<file path="src/rtl/stopwatch_pkg.sv">
// Shared definitions for the stopwatch control slice.
// Holds the FSM state encoding, the default slot count and the slot index
// width that the counter datapath also uses.
package stopwatch_pkg;

  typedef enum logic [1:0] {
    ST_IDLE  = 2'b00,
    ST_RUN   = 2'b01,
    ST_PAUSE = 2'b10
  } sw_state_e;

  localparam int NUM_SLOTS_DEF = 3;
  localparam int SLOT_W        = 2;

endpackage

</file>
<file path="src/rtl/btn_sync_edge.sv">
// Button synchronizer plus rising-edge pulse generator.
// Ports:
//   clk     - system clock
//   reset   - synchronous, active-high
//   btn_i   - debounced, asynchronous button level
//   pulse_o - one-cycle pulse on a rising edge of the synchronized level
// The chain and the edge-history flop reset to 1, so a button that is already
// held when reset releases is treated as "already pressed" and makes no pulse.
module btn_sync_edge #(
  parameter int SYNC_STAGES = 2  // must be at least 2
) (
  input  logic clk,
  input  logic reset,
  input  logic btn_i,
  output logic pulse_o
);

  logic [SYNC_STAGES-1:0] sync_q;
  logic                   hist_q;

  always_ff @(posedge clk) begin
    if (reset) begin
      sync_q <= '1;
      hist_q <= 1'b1;
    end else begin
      sync_q <= {sync_q[SYNC_STAGES-2:0], btn_i};
      hist_q <= sync_q[SYNC_STAGES-1];
    end
  end

  // Combinational pulse; the consumer registers whatever it does with it,
  // which puts the visible effect SYNC_STAGES edges after first sampling.
  assign pulse_o = sync_q[SYNC_STAGES-1] & ~hist_q;

endmodule

</file>
<file path="src/rtl/stopwatch_ctrl.sv">
// Stopwatch button sequencer.
// Turns five debounced button levels into control strobes for the counter
// datapath and tracks which time-memory slots hold a saved value.
// Ports:
//   clk, reset        - clock, synchronous active-high reset
//   btn_run/clr/save/load/slot - debounced button levels
//   start             - counter run enable (high exactly in RUN)
//   cnt_reset         - one-cycle counter clear
//   save_time_signal  - one-cycle save strobe
//   load_time_signal  - one-cycle load strobe
//   slot              - current slot index
//   slot_valid        - bit i set once slot i has been saved
//   state             - FSM state (IDLE=00, RUN=01, PAUSE=10)
//
// state | meaning
// IDLE  | counter cleared / stopped, waiting for run or a load
// RUN   | counter running; save captures a lap
// PAUSE | counter held; save and load both allowed
module stopwatch_ctrl
  import stopwatch_pkg::*;
#(
  parameter int NUM_SLOTS   = NUM_SLOTS_DEF,
  parameter int SYNC_STAGES = 2
) (
  input  logic                 clk,
  input  logic                 reset,
  input  logic                 btn_run,
  input  logic                 btn_clr,
  input  logic                 btn_save,
  input  logic                 btn_load,
  input  logic                 btn_slot,
  output logic                 start,
  output logic                 cnt_reset,
  output logic                 save_time_signal,
  output logic                 load_time_signal,
  output logic [SLOT_W-1:0]    slot,
  output logic [NUM_SLOTS-1:0] slot_valid,
  output logic [1:0]           state
);

  logic ev_run, ev_clr, ev_save, ev_load, ev_slot;

  btn_sync_edge #(.SYNC_STAGES(SYNC_STAGES)) u_run  (.clk(clk), .reset(reset), .btn_i(btn_run),  .pulse_o(ev_run));
  btn_sync_edge #(.SYNC_STAGES(SYNC_STAGES)) u_clr  (.clk(clk), .reset(reset), .btn_i(btn_clr),  .pulse_o(ev_clr));
  btn_sync_edge #(.SYNC_STAGES(SYNC_STAGES)) u_save (.clk(clk), .reset(reset), .btn_i(btn_save), .pulse_o(ev_save));
  btn_sync_edge #(.SYNC_STAGES(SYNC_STAGES)) u_load (.clk(clk), .reset(reset), .btn_i(btn_load), .pulse_o(ev_load));
  btn_sync_edge #(.SYNC_STAGES(SYNC_STAGES)) u_slot (.clk(clk), .reset(reset), .btn_i(btn_slot), .pulse_o(ev_slot));

  sw_state_e             state_q;
  logic [SLOT_W-1:0]     slot_q;
  logic [SLOT_W-1:0]     slot_d;
  logic [NUM_SLOTS-1:0]  valid_q;
  logic [NUM_SLOTS-1:0]  slot_mask;
  logic                  load_ok;

  // One-hot of the current (pre-update) slot; save and load act on it even
  // when the slot button fires in the same cycle.
  always_comb begin
    slot_mask = '0;
    for (int i = 0; i < NUM_SLOTS; i++) begin
      slot_mask[i] = (slot_q == SLOT_W'(i));
    end
  end

  assign load_ok = |(valid_q & slot_mask);
  assign slot_d  = (slot_q == SLOT_W'(NUM_SLOTS - 1)) ? '0 : slot_q + 1'b1;

  always_ff @(posedge clk) begin
    if (reset) begin
      state_q          <= ST_IDLE;
      start            <= 1'b0;
      cnt_reset        <= 1'b0;
      save_time_signal <= 1'b0;
      load_time_signal <= 1'b0;
      slot_q           <= '0;
      valid_q          <= '0;
    end else begin
      cnt_reset        <= 1'b0;
      save_time_signal <= 1'b0;
      load_time_signal <= 1'b0;

      if (ev_slot) slot_q <= slot_d;

      // Priority clr > run > save > load: the first event present wins and
      // the rest are dropped, even when the winner is ignored in this state.
      unique case (state_q)
        ST_IDLE: begin
          if (ev_clr) begin
            cnt_reset <= 1'b1;
          end else if (ev_run) begin
            state_q <= ST_RUN;
            start   <= 1'b1;
          end else if (ev_save) begin
            // nothing to capture while idle
          end else if (ev_load && load_ok) begin
            state_q          <= ST_PAUSE;
            load_time_signal <= 1'b1;
          end
        end
        ST_RUN: begin
          if (ev_clr) begin
            state_q   <= ST_IDLE;
            start     <= 1'b0;
            cnt_reset <= 1'b1;
          end else if (ev_run) begin
            state_q <= ST_PAUSE;
            start   <= 1'b0;
          end else if (ev_save) begin
            save_time_signal <= 1'b1;
            valid_q          <= valid_q | slot_mask;
          end
        end
        ST_PAUSE: begin
          if (ev_clr) begin
            state_q   <= ST_IDLE;
            cnt_reset <= 1'b1;
          end else if (ev_run) begin
            state_q <= ST_RUN;
            start   <= 1'b1;
          end else if (ev_save) begin
            save_time_signal <= 1'b1;
            valid_q          <= valid_q | slot_mask;
          end else if (ev_load && load_ok) begin
            load_time_signal <= 1'b1;
          end
        end
        default: begin
          state_q <= ST_IDLE;
          start   <= 1'b0;
        end
      endcase
    end
  end

  assign slot       = slot_q;
  assign slot_valid = valid_q;
  assign state      = state_q;

endmodule

</file>
<file path="config.mk">
export PLATFORM = sky130hd
export DESIGN_NAME = stopwatch_ctrl
export DESIGN_NICKNAME = d
export VERILOG_FILES = /design/src/rtl/stopwatch_pkg.sv /design/src/rtl/btn_sync_edge.sv /design/src/rtl/stopwatch_ctrl.sv
export SDC_FILE = /design/constraint.sdc
export NUM_CORES = 1
export LEC_CHECK = 0
export CAP_MARGIN = 40
export CORE_MARGIN = 10
export CORE_UTILIZATION = 53
export CTS_CLUSTER_DIAMETER = 150
export DETAILED_ROUTE_END_ITERATION = 12
export GPL_TIMING_DRIVEN = 0
export PLACE_DENSITY_LB_ADDON = 0.2
export REMOVE_ABC_BUFFERS = 1
export SLEW_MARGIN = 20
export SYNTH_ARGS = -nofsm -noshare
export SYNTH_HDL_FRONTEND = slang
export SYNTH_SLANG_ARGS = --single-unit
</file>
<file path="constraint.sdc">
create_clock -name clk -period 3.2 [get_ports clk]
set_input_delay 0.48 -clock clk [delete_from_list [all_inputs] [get_ports clk]]
set_output_delay 0.48 -clock clk [all_outputs]
set_load 0.02 [all_outputs]
</file>
# Word-level counts from Yosys, hierarchy flattened
# Cells that the tools add are included.
word_totals:
  mem_bits_ro: 0
  inputBits: 7
  ram_bits: 0
  ff_bits: 26
  output_inout_bits: 11
  latch_bits: 0
  mem_count: 0
  wordCells: 77
classes:
  order_cmp: 0
  eq_ne: 11
  bitwise_logic: 17
  addsub: 1
  div_mod_pow: 0
  n_mux: 18
  multipliers: 0
  n_reduce_logical: 13
  n_shift: 0
ops:
  columns: ["op", "count"]
  rows:
  - ["$mux 2", 9]
  - ["$ne 3x3->1 const B", 4]
  - ["$not 1->1", 10]
  - ["$mux 1", 7]
  - ["$pmux 2 s3", 1]
  - ["$reduce_or 2->1", 3]
  - ["$reduce_or 3->1", 2]
  - ["$and 1x1->1", 5]
  - ["$reduce_and 5->1", 1]
  - ["$reduce_or 5->1", 1]
  - ["$eq 2x1->1 const B", 2]
  - ["$eq 2x2->1 const B", 2]
  - ["$logic_not 2->1", 2]
  - ["$ne 2x2->1 const B", 2]
  - ["$reduce_and 4->1", 1]
  - ["$reduce_or 4->1", 1]
  - ["$and 3x3->3", 1]
  - ["$or 3x3->3", 1]
  - ["$reduce_and 3->1", 1]
  - ["$add 2x1->2 const B", 1]
  - ["$ne 2x1->1 const B", 1]
  - ["$pmux 1 s2", 1]
  - ["$logic_and 1x1->1", 1]

# Logic depth before layout (Yosys ltp)
# Gate-level depths: netlist of run 1.
logic_depth:
  depth_word: 9
  depth_mapped: 6
  ltp_nobuf: 6

# Cells and area by module
# A second synthesis of run 1 with hierarchy kept.
unflattened:
  cells_unflattened: 98
  hier_area_um2: 967.2
by_module_without_submodules:
  columns: ["module", "instances", "area_each_um2", "seq_area_each_um2", "cells_per_inst"]
  rows:
  - ["stopwatch_ctrl", 1, 541.8, 220.2, 63]
  - ["btn_sync_edge", 5, 85.1, 60.1, 7]

# Least setup slack after synthesis of run 1
# No wires, ideal clock.
synth_timing:
  kind: "flip-flop to flip-flop"
  start: "register state_q[0] (netlist: state[0])"
  end: "register state_q[0] (netlist: state[0])"
  path_slack_ns: 1.495
  synth_period_minus_slack_ns: 1.705
  path_stages_with_launch: 7
  setup_ns: 0.070
  path_buffers: 0
  arrival_time_ns: 1.635
  required_ns: 3.130
  cell_sequence: "dfxtp_1 -> inv_1 -> ha_1 -> o2111ai_1 -> o211ai_1 -> or4_1 -> a21oi_1"
synth_between:
  elab_chain_len: 3
  word_cells_on_any_way: 10
  classes_between: "eq/ne (7); mux (1); reduce/logical (2)"
synth_rtl:
  columns: ["element", "line_no", "text"]
  rows:
  - ["start, declared", "stopwatch_ctrl.sv:49", "sw_state_e state_q;"]
  - ["start signal, assigned", "stopwatch_ctrl.sv:70", "state_q <= ST_IDLE;"]
  - ["start signal, assigned", "stopwatch_ctrl.sv:91", "state_q <= ST_RUN;"]
  - ["start signal, assigned", "stopwatch_ctrl.sv:96", "state_q <= ST_PAUSE;"]
  - ["$eq 2x2->1, or another cell as far along", "stopwatch_ctrl.sv:86", "unique case (state_q)"]
  - ["$ne 3x3->1 (no line) or $ne 2x2->1 (tied branches)", null, null]
  - ["$reduce_and 5->1 (no line)", null, null]
# Parallel ways exist; a longest one is shown, timed or not.
# A chain may end at the register's enable or synchronous reset.

# Final worst setup path of run 1
layout_timing:
  start: "register slot_q[0] (netlist: slot[0])"
  end: "output slot[0]"
layout_rtl:
  columns: ["element", "line_no", "text"]
  rows:
  - ["start, declared", "stopwatch_ctrl.sv:50", "logic [SLOT_W-1:0] slot_q;"]
  - ["start signal, assigned", "stopwatch_ctrl.sv:82", "if (ev_slot) slot_q <= slot_d;"]
  - ["end, declared", "stopwatch_ctrl.sv:36", "output logic [SLOT_W-1:0] slot,"]
# No word-level cell between the ends.

==> metrics.md, run 1 <==
| Metric | Value |
|---|---|
| Clock transition at path regs | 0.13 ns |
| GR peak layer | met2 |
| Initial Util | between 50% and 60% |
| Setup Buffers After CTS | 0 |
| CTS tree | done |
| Leakage | ~0.45 nW |
| Slew Limit Fails | 0 |
| Logic pwr share | 5.4% |
| Seq/Total Area, Yosys | 53.4% |
| PD cells | approximately 440 nW/µm² |
| DRT iter0 DRCs | 13 |
| Max FO, Critical Path | 10 |
| Synth cell types | 26 |
| Critical path arrival | around 1.5 ns |
| Top cell type's share of synthesized area | roughly 53% |
| Total track usage | under 10% |
| Crit start category | flip-flop |
| Worst R2R End | state[1]$_SDFFE_PP0P_ |
| Htree depth | 1 |
| Grt ovf | 0 |
| Mapped Cells | slightly above 100 |
| Top delay family on crit path | buffers and inverters |
| Yosys warns | 0 |
| Cell depth of the worst flop-to-flop path | 6 |
| Largest net degree at the start of global routing | 26 |
| Post-cts gate resize count | 0 |
| Most frequent cells in the layout | dfxtp_1, clkdlybuf4s50_1, or2_2, inv_1, nand2_1 |
| R2r startpoint | state[1]$_SDFFE_PP0P_ |
| Die area | ~4000 µm² |
| Initial antenna violation count | 0 |
| Internal | 0.418 mW |
| Fraction of layout cells with a size suffix above 1 | 15.1% |
| Non-filler cells, final | around 140 |
| Clk_lat worst skew | roughly 0.32 ns |
| Clock Tree Buf Depth | 2 |
| NumNets Final | 131 |
| Setup TNS | 0 ns |
| Max stage delay on crit path | 0.67 ns |
| Cell area after synthesis | roughly 970 µm² |
| Max-cap check violation count | 0 |
| I/O Buffers | 17 |
| Hold slack | approximately 0.43 ns |
| Antenna viol nets, final | 0 |
| # setup viols final | 0 |
| Vias in the first global route | 660 |
| Via density | a little under 5 |
| First-pass GRT wire length | ~2700 µm |
| Final setup margin | ~1.2 ns |
| Clock buffer count from CTS | 3 |
| Area Growth Syn to Fin | 22.0% |
| CP max-delay cell | clkdlybuf4s50_1 |
| Rows | 15 |
| Setup crit end kind | primary output |
| Gpl congestion | roughly 0.86 |
| Worst path depth | 1 |
| I/O pins | 18 |
| Crit path kind | reg2out |
| Clk root buf | clkbuf_4 |
| Worst Setup SP | slot[0]$_SDFFE_PP0P_ |
| Cell taking the most area after synthesis | dfxtp_1 |
| Final Hold Fails | 0 |
| DRT Pass-1 Iters | 4 |
| Sw power | 0.110 mW |
| Via count | 710 |
| WP data required | around 2.7 ns |
| Die height | ~63 µm |
| Syn_area_per_cell | 9.56 µm² |
| Met1 Usage GRT | under 10% |
| CP Cell Sequence | clkdlybuf4s50_1 |
| # hold bufs at CTS | 0 |
| DRC viols | 0 |
| HPWL Detailed | 1220 µm |
| Worst Hold Class | reg2reg |
| Reg2Reg Setup Slack | 1.45 ns |
| Post-Place Cells | 140 |
| Reg power frac | 63.7% |
| Peak supply drop | 312 µV |
| Final wirelength | ~1600 µm |
| RSZ-0062 raised after global routing | no |
| Worst slack, placed | roughly 1.1 ns |
| F_max | 508 MHz |
| CP endpoint | slot[0] |
| Max_slew headroom | between 50% and 60% |
| Post-layout power | approximately 0.53 mW |
| Commonest non-fill, non-tap cell in the layout | dfxtp_1 |
| Met2 Track Usage GR | between 10 and 15% |
| WP buf/inv | 1 |
| Post-synthesis register bit count | 26 |
| Die Wd | between 60 and 70 µm |
| Clock Skew | 0.0107 ns |
| # clock sinks | 26 |
| Worst-margin pin slew | roughly 0.66 ns |
| Status | completed |
| M3 GR Usage | between 2 and 3% |
| Min Tclk post-route | 1.97 ns |
| Fin crit share | between 60% and 70% |
| Placeable Area | between 1500 and 2000 µm² |
| Synth area leaders | dfxtp_1, or2_2, ha_1 |
| # diodes | 0 |
| # fillers | around 150 |
| Sw frac | 20.8% |
| Wire length per cell | approximately 11 µm |
| Clock power frac | 30.9% |
==> layer usage <==
metal  vias to the layer above  share of wire [%]
met2                        12                 47
li1                        373                  -
met1                       323                 47
met4                         0               0.74
met5                         -                  0
met3                         2                5.1
==> metrics by stage <==
| step | utilization [%] | area [µm²] |
|---|---|---|
| floorplan | - | 951 |
| global placement | 66.7 | 1150 |
| detailed placement | 66.7 | 1150 |
| CTS | 68.8 | 1190 |
| global route | 68.8 | 1190 |
| finish | 68.8 | 1190 |
==> worst min-delay path by stage <==
| stage | slack (ns) | cells after the start | endpoint | startpoint |
|---|---|---|---|---|
| floorplan | 0.39 | 1 | u_clr.sync_q[1]$_SDFF_PP1_ | u_clr.sync_q[0]$_SDFF_PP1_ |
| global placement | 0.39 | 1 | u_load.sync_q[1]$_SDFF_PP1_ | u_load.sync_q[0]$_SDFF_PP1_ |
| detailed placement | 0.39 | 1 | u_clr.sync_q[1]$_SDFF_PP1_ | u_clr.sync_q[0]$_SDFF_PP1_ |
| CTS | 0.43 | 1 | u_clr.sync_q[1]$_SDFF_PP1_ | u_clr.sync_q[0]$_SDFF_PP1_ |
| global route | 0.44 | 1 | u_clr.sync_q[1]$_SDFF_PP1_ | u_clr.sync_q[0]$_SDFF_PP1_ |
| finish | 0.43 | 1 | u_slot.sync_q[1]$_SDFF_PP1_ | u_slot.sync_q[0]$_SDFF_PP1_ |
==> registers in the layout (all words and copies together) (netlist names), 2 cells and up <==
register       cells
u_clr.sync_q       2
slot_valid         3
state              2
slot               2
u_load.sync_q      2
u_slot.sync_q      2
u_save.sync_q      2
u_run.sync_q       2
==> worst register-to-register path, stage by stage (launching register included) <==
cell and delay [ns]:
dfxtp_1 0.44, inv_1 0.09, ha_1 0.25, o2111ai_1 0.12
o211ai_1 0.17, or4_1 0.49, a21oi_1 0.13
==> synthesized netlist by cell type <==
cell / n
nor2_1: 6
a22oi_1: 2
or2_2: 14
dfxtp_1: 26
nor3_1: 4
o211ai_1: 1
nand2_1: 7
clkbuf_1: 2
nor3b_1: 1
nor4_1: 1
o2111ai_1: 1
clkbuf_2: 1
o21ai_0: 3
nand2b_1: 3
ha_1: 4
or3_1: 1
inv_1: 8
buf_6: 1
nand3b_1: 1
mux2i_1: 1
nand3_1: 1
nor2b_1: 3
a32o_1: 1
a21oi_1: 5
o32ai_1: 2
or4_1: 2
==> power groups by stage <==
stage               logic [mW]  clock network, mW  registers [mW]
floorplan               0.0127                  0           0.344
global placement        0.0283                  0           0.343
detailed placement      0.0289                  0           0.343
CTS                     0.0290              0.167           0.336
global route            0.0317              0.180           0.337
finish                  0.0285              0.163           0.336
==> cells by family (layout without fill, tap and decap cells) <==
group	Yosys count	count (layout)	share of synthesized area, %
fa+ha+maj	4	4	5.13
compound gates	15	15	10.1
buf+inv	12	29	5.52
simple gates	44	44	24.8
mux	1	1	1.03
flops	26	26	53.4
==> final cells by class <==
cell class              instances  area [µm²]  area share (%)
flip-flops and latches         26         520            43.8
multi-input cells              64         400            33.7
repair buffers                 17         170            14.3
clock buffers                   4        36.3            3.05
well taps                      25        31.3            2.63
inverters                       8        30.0            2.53
No activity file was read; power rests on OpenSTA's default activity.
==> run 2: changes to the inputs <==
--- a/config.mk
+++ b/config.mk
@@ -7,7 +7,7 @@
 export LEC_CHECK = 0
 export CAP_MARGIN = 40
 export CORE_MARGIN = 10
-export CORE_UTILIZATION = 53
+export CORE_UTILIZATION = 44
 export CTS_CLUSTER_DIAMETER = 150
 export DETAILED_ROUTE_END_ITERATION = 12
 export GPL_TIMING_DRIVEN = 0
==> constraint.sdc (replaced) <==
create_clock -name clk -period 1.7 [get_ports clk]
set_input_delay 0.255 -clock clk [delete_from_list [all_inputs] [get_ports clk]]
set_output_delay 0.255 -clock clk [all_outputs]
set_load 0.02 [all_outputs]
==> metrics.md, run 2 (synthesized netlist as in run 1, its figures left out) <==
| Metric | Value |
|---|---|
| Status | completed |
| Crit start category | flip-flop |
| Internal | 0.891 mW (+110%) |
| Max FO, Critical Path | 6 (-4) |
| Via density | 4.91 (-0.37%) |
| Hold Startpoint | u_slot.sync_q[0]$_SDFF_PP1_ |
| Worst slack, placed | -0.225 ns (-1.29 ns) |
| Via count | 727 (+2.4%) |
| Worst Setup SP | state[0]$_SDFFE_PP0P_ |
| PD cells | 882 nW/µm² (+98%) |
| # setup viols final | 0 (unchanged) |
| DRT Pass-1 Iters | 4 (unchanged) |
| I/O pins | 18 (unchanged) |
| Die Wd | 67.1 µm (+6.6%) |
| Min Tclk post-route | approximately 1.6 ns |
| R2r startpoint | state[0]$_SDFFE_PP0P_ |
| Htree depth | 1 (unchanged) |
| Fraction of layout cells with a size suffix above 1 | 22.3% (+7.2 points) |
| Clk root buf | clkbuf_4 |
| Post-layout power | 1.10 mW (+110%) |
| Fin crit share | roughly 95% |
| Setup crit end kind | flip-flop |
| First-pass GRT wire length | 2790 µm (+2.8%) |
| Most frequent cells in the layout | dfxtp_1, clkdlybuf4s50_1, or2_2, nand2_1 |
| Gpl congestion | 0.859 (+0.21%) |
| Slew Limit Fails | 0 (unchanged) |
| Hold Path Cell Cnt | 1 (unchanged) |
| Reg2Reg Setup Slack | 0.09 ns (-1.36 ns) |
| I/O Buffers | 17 (unchanged) |
| RSZ-0062 raised after global routing | yes |
| Setup TNS | 0 ns (unchanged) |
| Cell depth of the worst flop-to-flop path | 6 (unchanged) |
| CTS tree | done |
| Crit path kind | reg2reg |
| Worst Hold Class | reg2reg |
| NumNets Final | 133 (+1.5%) |
| Vias in the first global route | 708 (+7.3%) |
| Largest net degree at the start of global routing | 26 (unchanged) |
| # fillers | 195 (+33%) |
| Leakage | 0.484 nW (+7.1%) |
| CP Cell Sequence | inv_2 -> ha_4 -> o2111ai_1 -> o211ai_1 -> or4_1 -> a21oi_1 |
| Die height | 67.1 µm (+6.6%) |
| Die area | 4500 µm² (+14%) |
| Sw power | 0.207 mW (+89%) |
| Max stage delay on crit path | 0.53 ns (-0.14 ns) |
| HPWL Detailed | 1230 µm (+1.3%) |
| Clock buffer count from CTS | 3 (unchanged) |
| Largest register FFs | 3 (unchanged) |
| WP data required | 1.94 ns (-0.78 ns) |
| Max_slew headroom | 54.5% (-1.5 points) |
| Initial Util | 47.7% (-8.7 points) |
| Antenna viol nets, final | 0 (unchanged) |
| Post-Place Cells | 142 (+1.4%) |
| Rows | 16 (+1) |
| DRC viols | 0 (unchanged) |
| Clock power frac | 37.8% (+6.9 points) |
| Area Growth Syn to Fin | 27.7% |
| Initial antenna violation count | 0 (unchanged) |
| Peak supply drop | 597 µV (+91%) |
| Clock Skew | 0.00334 ns (-0.00740 ns) |
| Final wirelength | 1720 µm (+6.1%) |
| F_max | about 620 MHz |
| Wire length per cell | 11.6 µm (+3.2%) |
| Clock transition at path regs | 0.14 ns (about the same) |
| DRT iter0 DRCs | 13 (unchanged) |
| Final Hold Fails | 0 (unchanged) |
| Total track usage | 7.92% (-0.13 points) |
| Logic pwr share | 5.0% (-0.4 points) |
| Clk_lat worst skew | 0.31 ns (about the same) |
| # diodes | 0 (unchanged) |
| Placeable Area | 2040 µm² (+18%) |
| Critical path arrival | 1.85 ns (+0.36 ns) |
| Clock Tree Buf Depth | 2 (unchanged) |
| Final setup margin | 0.0873 ns (-1.15 ns) |
| Reg power frac | 57.2% (-6.5 points) |
| CP max-delay cell | or4_1 |
| Grt ovf | 0 (unchanged) |
| Commonest non-fill, non-tap cell in the layout | dfxtp_1 |
| # clock sinks | 26 (unchanged) |
| Max-cap check violation count | 0 (unchanged) |
| Worst-margin pin slew | 0.680 ns (+0.0220 ns) |
| Non-filler cells, final | 148 (+2.8%) |
| Sw frac | 18.9% (-1.9 points) |
## run 2: cell types whose count changed in the layout (fill, tap and decap cells not counted), sizes merged
cell and delta:
dlygate4sd2 +2, clkdlybuf4s50 -2, bufinv +1, clkbuf -1, buf +2
## run 2: path summary, 6_finish.rpt
| path | end |
|---|---|
| setup / recovery | state[0]$_SDFFE_PP0P_ |
| hold / removal | u_slot.sync_q[1]$_SDFF_PP1_ |
| setup reg to reg | state[0]$_SDFFE_PP0P_ |
| hold reg to reg | u_slot.sync_q[1]$_SDFF_PP1_ |
## run 2: through the flow
| step | utilization [%] | instance area (µm²) | hold WS (ns) |
|---|---|---|---|
| global route | 61.0 | 1240 | 0.442 |
| floorplan | - | 951 | 0.324 |
| CTS | 59.1 | 1210 | 0.430 |
| detailed placement | 56.6 | 1150 | 0.397 |
| finish | 61.0 | 1240 | 0.427 |
| global placement | 56.6 | 1150 | 0.393 |
## run 2: worst max-delay path: cells and delay by family (launching register included)
kind                     cells  cell delay [ns]
adder cells (fa/ha/maj)      1             0.17
AO/OA/AOI/OAI                3             0.38
flip-flops                   1             0.40
buffers and inverters        1             0.06
AND/OR/NAND/NOR              1             0.53
## run 2: power by group through the flow
stage / registers [mW] / logic (mW) / clock network (mW)
after floorplan: 0.647 / 0.0240 / 0
final: 0.628 / 0.0547 / 0.415
after global routing: 0.631 / 0.0612 / 0.459
after global placement: 0.645 / 0.0537 / 0
after CTS: 0.633 / 0.0545 / 0.429
after detailed placement: 0.646 / 0.0549 / 0
## run 2: layout make-up
type	count	area, µm²	area share, %
repair buffers	19	183	14.7
well taps	27	33.8	2.71
clock inverters	1	30.0	2.41
flip-flops and latches	26	533	42.8
clock buffers	3	22.5	1.81
inverters	8	30.0	2.41
multi-input cells	64	413	33.2
## run 2: repair_timing
action                     in CTS  in global routing
hold buffers                    0                  0
setup endpoints to repair       4                  2
setup buffers                   0                  2
gates resized for setup         4                  9
pin swaps                       0                  2
cloned                          0                  0
## run 2: per-layer routing
metal	up-vias	track usage, %	wire (µm)
met2	12	12.9	827
li1	377	-	-
met4	0	5.90	40
met3	4	2.68	59
met1	334	8.24	787
met5	-	0	0
==> run 3: changes to the inputs <==
--- a/config.mk
+++ b/config.mk
@@ -5,7 +5,7 @@
 export SDC_FILE = /design/constraint.sdc
 export NUM_CORES = 1
 export LEC_CHECK = 0
-export CAP_MARGIN = 40
+export ABC_CLOCK_PERIOD_IN_PS = 1700
 export CORE_MARGIN = 10
 export CORE_UTILIZATION = 44
 export CTS_CLUSTER_DIAMETER = 150
==> results of run 3 <==
The final DEF is identical to that of run 2; final timing and power are the same.
